**src/rtl/hazard_ctrl.sv**
```systemverilog
// Hazard control: operand forwarding select, load-use stall, mtc0 drain and divider stall.
// Optional stall-cycle counter when HAZARD_CTRL_PERF_EN is defined.
module hazard_ctrl #(
  parameter int NSRC = 2,
  parameter int NSTG = 3,
  parameter int AW   = 5,
  localparam int SELW = $clog2(NSTG + 1)
) (
  input  logic                 clk,
  input  logic                 resetn,
  input  logic                 id_valid,
  input  logic [NSRC*AW-1:0]   src_addr,
  input  logic [NSTG-1:0]      stg_valid,
  input  logic [NSTG*AW-1:0]   stg_dst,
  input  logic [NSTG-1:0]      stg_load,
  input  logic                 op_mtc0,
  input  logic                 op_div,
  input  logic                 div_done,
  output logic [NSRC*SELW-1:0] fwd_sel,
  output logic                 stall,
  output logic                 ex_bubble,
  output logic                 div_start
`ifdef HAZARD_CTRL_PERF_EN
  ,
  output logic [31:0]          perf_stall_cycles
`endif
);

  typedef enum logic [1:0] {
    IDLE,
    CP0WAIT,
    DIVBUSY,
    RELEASE
  } state_e;

  state_e            state_q, state_d;
  logic [SELW-1:0]   cnt_q, cnt_d;
  logic [NSRC*SELW-1:0] fwd_raw;
  logic              hazard;
  logic              stall_c;
  logic              start_c;
  logic [SELW-1:0]   sel;
  logic              sel_ld;

  // Youngest producer wins: scan oldest to youngest so EX overrides.
  always_comb begin
    fwd_raw = '0;
    hazard  = 1'b0;
    sel     = '0;
    sel_ld  = 1'b0;
    for (int s = 0; s < NSRC; s++) begin
      sel    = '0;
      sel_ld = 1'b0;
      for (int k = NSTG - 1; k >= 0; k--) begin
        if (stg_valid[k] &&
            stg_dst[k*AW +: AW] != '0 &&
            src_addr[s*AW +: AW] == stg_dst[k*AW +: AW]) begin
          sel    = SELW'(k + 1);
          sel_ld = stg_load[k];
        end
      end
      if (sel_ld) hazard = 1'b1;
      else fwd_raw[s*SELW +: SELW] = sel;
    end
  end

  always_comb begin
    state_d = state_q;
    cnt_d   = cnt_q;
    stall_c = 1'b0;
    start_c = 1'b0;
    unique case (state_q)
      IDLE: begin
        if (id_valid) begin
          if (hazard) begin
            stall_c = 1'b1;
          end else if (op_mtc0) begin
            stall_c = 1'b1;
            cnt_d   = SELW'(NSTG - 1);
            state_d = CP0WAIT;
          end else if (op_div) begin
            stall_c = 1'b1;
            start_c = 1'b1;
            state_d = DIVBUSY;
          end
        end
      end
      CP0WAIT: begin
        stall_c = 1'b1;
        cnt_d   = (cnt_q == '0) ? '0 : cnt_q - 1'b1;
        if (cnt_d == '0) state_d = RELEASE;
      end
      DIVBUSY: begin
        stall_c = 1'b1;
        if (div_done) state_d = RELEASE;
      end
      RELEASE: begin
        state_d = IDLE;
      end
      default: begin
        state_d = IDLE;
        cnt_d   = '0;
      end
    endcase
  end

  always_ff @(posedge clk or negedge resetn) begin
    if (!resetn) begin
      state_q <= IDLE;
      cnt_q   <= '0;
    end else begin
      state_q <= state_d;
      cnt_q   <= cnt_d;
    end
  end

  // Reset level also masks outputs so an in-flight stall drops at once.
  assign stall     = resetn & stall_c;
  assign div_start = resetn & start_c;
  assign ex_bubble = stall & id_valid;
  assign fwd_sel   = (resetn && id_valid) ? fwd_raw : '0;

`ifdef HAZARD_CTRL_PERF_EN
  logic [31:0] perf_q, perf_d;

  always_comb begin
    perf_d = perf_q;
    if (stall && perf_q != 32'hFFFF_FFFF) perf_d = perf_q + 32'd1;
  end

  always_ff @(posedge clk or negedge resetn) begin
    if (!resetn) perf_q <= '0;
    else perf_q <= perf_d;
  end

  assign perf_stall_cycles = perf_q;
`endif

endmodule

```
**config.mk**
```make
export PLATFORM = sky130hd
export DESIGN_NAME = hazard_ctrl
export DESIGN_NICKNAME = d
export VERILOG_FILES = /design/src/rtl/hazard_ctrl.sv
export SDC_FILE = /design/constraint.sdc
export NUM_CORES = 1
export LEC_CHECK = 0
export CORE_ASPECT_RATIO = 1.1
export CORE_MARGIN = 4
export CORE_UTILIZATION = 30
export CTS_CLUSTER_DIAMETER = 150
export CTS_CLUSTER_SIZE = 40
export DETAILED_ROUTE_END_ITERATION = 8
export PLACE_DENSITY = 0.66
export SYNTH_ARGS = -nofsm -noshare
export SYNTH_HDL_FRONTEND = slang
export SYNTH_SLANG_ARGS = --single-unit
```
**constraint.sdc**
```tcl
create_clock -name clk -period 3.7 [get_ports clk]
set_input_delay 0.74 -clock clk [delete_from_list [all_inputs] [get_ports clk]]
set_output_delay 0.74 -clock clk [all_outputs]
set_load 0.01 [all_outputs]
```
==> impl_metrics.py <==
metrics = {
    "timing": {
        "min_period_over_period": 1.01,
        "setup_tns_ps": -49.3,
        "max_freq_ghz": 0.268,
        "fin_hold_ws_ps": 567,
        "worst_pin_slew_ps": 497,
        "setup_ws_ps": -26.8,
        "final.min_clock_period_ps": 3730,
        "hold_viol_final": 0,
        "slew_viol_final": 0,
        "slew_headroom": 0.666,
        "setup_viol_count_final": 2,
        "fin_skew_ps": 0.888,
        "rsz0062_at_grt": "yes",
    },
    "routing": {
        "drtIter0Drc": 54,
        "drt_first_pass_iters": 4,
        "antenna_left": 0,
        "vias": 1230,
        "wl_per_cell_um": 13.7,
        "wl_um": 3270,
        "drc": 0,
        "viasPerCell": 5.17,
    },
    "logic_synthesis": {
        "synthTopCellsByArea": "xnor2_1 26%, dfrtp_1 11%, ha_1 5.6%",
        "avgSynthCellArea_um2": 7.42,
        "ys_ff_latch": 4,
        "ys_async_sr_fraction": 1.00,
        "ys_top_cells_by_count": "26 x xnor2_1, 12 x nand2_1, 8 x nor3_1",
        "synth_top_area_frac": 0.256,
        "yosysTopAreaCell": "xnor2_1",
        "synth_nets": 161,
        "synth_most_common_cell": "xnor2_1",
        "yosysUniqueCellTypes": 30,
        "synth_cells": 120,
        "synth_flop_cell": "dfrtp_1",
        "synth-edff-count": 0,
        "ys_seq_area_frac": 0.112,
        "yosys_warnings": 0,
        "synth_area_um2": 891,
    },
    "worst_setup_path": {
        "crit_start": "stg_dst[14]",
        "cp-start-kind": "input port",
        "timing.rr.start": "state_q[0]",
        "cp_data_required_time_ps": 2960,
        "arrival_ps": 2990,
        "slowest_delay_ps": 440,
        "end_kind": "output port",
        "path_max_fanout": 3,
        "path_cells": "clkdlybuf4s50_1 -> or4_4 -> o21ai_4 -> nor4_4 -> a311oi_2 -> o22ai_2 -> o311ai_2 -> buf_4 -> nand2_1 -> buf_2",
        "crit_type": "in -> out",
        "cp_slowest_cell": "or4_4",
    },
    "placement": {
        "gp_congestion": 0.886,
        "dp.cells": 232,
        "hpwlAfterDp_um": 2730,
        "io_buffers": 43,
    },
    "global_route": {
        "met2_usage": 0.358,
        "grtUsageMet1": 0.149,
        "grt_pass1_wl_um": 5180,
        "grt.total_usage": 0.170,
        "first_global_vias": 1315,
        "busiest_layer": "met2",
        "grt_use_met3": 0.0216,
        "overflow": 0,
        "antenna_found_initial": 0,
        "grt_start_max_net_pins": 12,
    },
    "die": {
        "die_area_mm2": 0.00391,
        "initial_core_util": 0.318,
        "die_x_um": 60.0,
        "core_mm2": 0.00280,
        "num_rows": 20,
        "io_pins": 44,
        "die_h_um": 65.2,
    },
    "final_layout": {
        "fin_util": 0.632,
        "drive_above_1_share": 0.302,
        "antenna_cells": 0,
        "nets": 248,
        "instances_no_fill": 238,
        "nFillCells": 253,
        "area_delta_synth_final_pct": 98.9,
    },
    "cts": {
        "cts.sinks": 4,
        "cts_tree": "done",
        "cts-root-buf": "clkbuf_4",
        "numCtsBuffers": 3,
        "ctsHoldBuffers": 0,
        "htree_levels": 1,
        "insertion_delay_ps": 240,
        "path_clk_slew_ps": 40,
        "clk_path_buf_depth": 2,
    },
    "pwr": {
        "p_leak_nw": 0.783,
        "vdd_drop_max_uv": 238,
        "power_per_cell_area_mw_per_mm2": 286,
    },
    "hold_path": {
        "min_path_type": "reg -> reg",
        "hold_start": "cnt_q[1]",
    },
    "status": {
        "run_status": "finished, violations left",
        "violations": "setup timing",
    },
    "job": {
        "maxCapViolations": 0,
    },
}
[metal layers]
| metal | share of wire | routed length, um | vias up |
|---|---|---|---|
| met4 | 0.019 | 63 | 0 |
| met3 | 0.046 | 150 | 6 |
| met1 | 0.37 | 1220 | 566 |
| met5 | 0 | 0 | - |
| met2 | 0.56 | 1830 | 41 |
| li1 | - | - | 617 |
[cells by family after synthesis]
family / count (synthesis) / share of synthesized area
compound gates: 23 / 0.204
flops: 4 / 0.112
simple gates: 52 / 0.303
xor+xnor: 30 / 0.295
fa+ha+maj: 4 / 0.0562
buf+inv: 7 / 0.0295
[cell usage in the layout (no fill, tap or decap), types with 2 or more instances in the layout]
cell type and count:
dlygate4sd2_1 5, dlymetal6s2s_1 7, a21o_1 2, dfrtp_1 4, nor3_2 3, nand3_1 5, o211ai_1 5, nor4_1 4
a21oi_1 5, nand2_1 12, dlygate4sd1_1 2, clkdlybuf4s50_1 26, clkbuf_2 2, or4_4 3, nor3_1 5, xor2_1 4
nor4_4 2, ha_1 4, nor2_1 7, inv_1 6, nand3b_1 2, buf_4 40, nand4_1 3, xnor2_1 26
clkbuf_4 3
[sequential cells by signal (all words and copies together), names as in the netlist]
signal and flops:
cnt_q 2, state_q 2
[final timing paths]
check | slack (ps) | cells past startpoint | endpoint
worst max-delay path | -30 | 10 | stall
worst min-delay path | 570 | 2 | cnt_q[1]
worst max register to register | 1680 | 7 | state_q[1]
worst min register to register | 570 | 2 | cnt_q[1]
max in group asynchronous | 2800 | 2 | cnt_q[0]
min in group asynchronous | 790 | 2 | state_q[0]
[final cells by class]
class / count / area, um^2 / share of cell area
clock buffer: 3 / 22.5 / 0.0127
inverter: 6 / 22.5 / 0.0127
multi-input combinational: 109 / 861 / 0.486
sequential: 4 / 100 / 0.0565
tap: 33 / 41.3 / 0.0233
timing repair buffer: 83 / 724 / 0.409
[power by group]
part | switching [W] | leakage [nW] | internal (W)
combinational | 0.000178 | 0.723 | 0.000183
clock | 0.0000204 | 0.0138 | 0.0000364
sequential | 0.0000233 | 0.0466 | 0.0000664
total | 0.000221 | 0.783 | 0.000286
[critical path, delay by kind of cell]
family | cells | cell delay [ps]
buf+inv | 3 | 710
simple gates | 3 | 560
compound gates | 4 | 970
[per-stage QoR]
stage,setup WS (ps),area [um^2],power [W]
2_1_floorplan,521,891,0.000295
5_1_grt,-148,1770,0.000558
3_5_place_dp,-488,1640,0.000447
3_3_place_gp,-372,1640,0.000435
6_report,-26.8,1770,0.000507
4_1_cts,-117,1690,0.000502
[what timing repair did]
item | CTS | global route
pin swaps | 7 | 9
buffers inserted | 2 | 1
gates resized for setup | 21 | 23
endpoints found under the setup margin | 7 | 7
endpoints found under the hold margin | 0 | 0
Note: power is estimated with default switching activity, not from simulation.
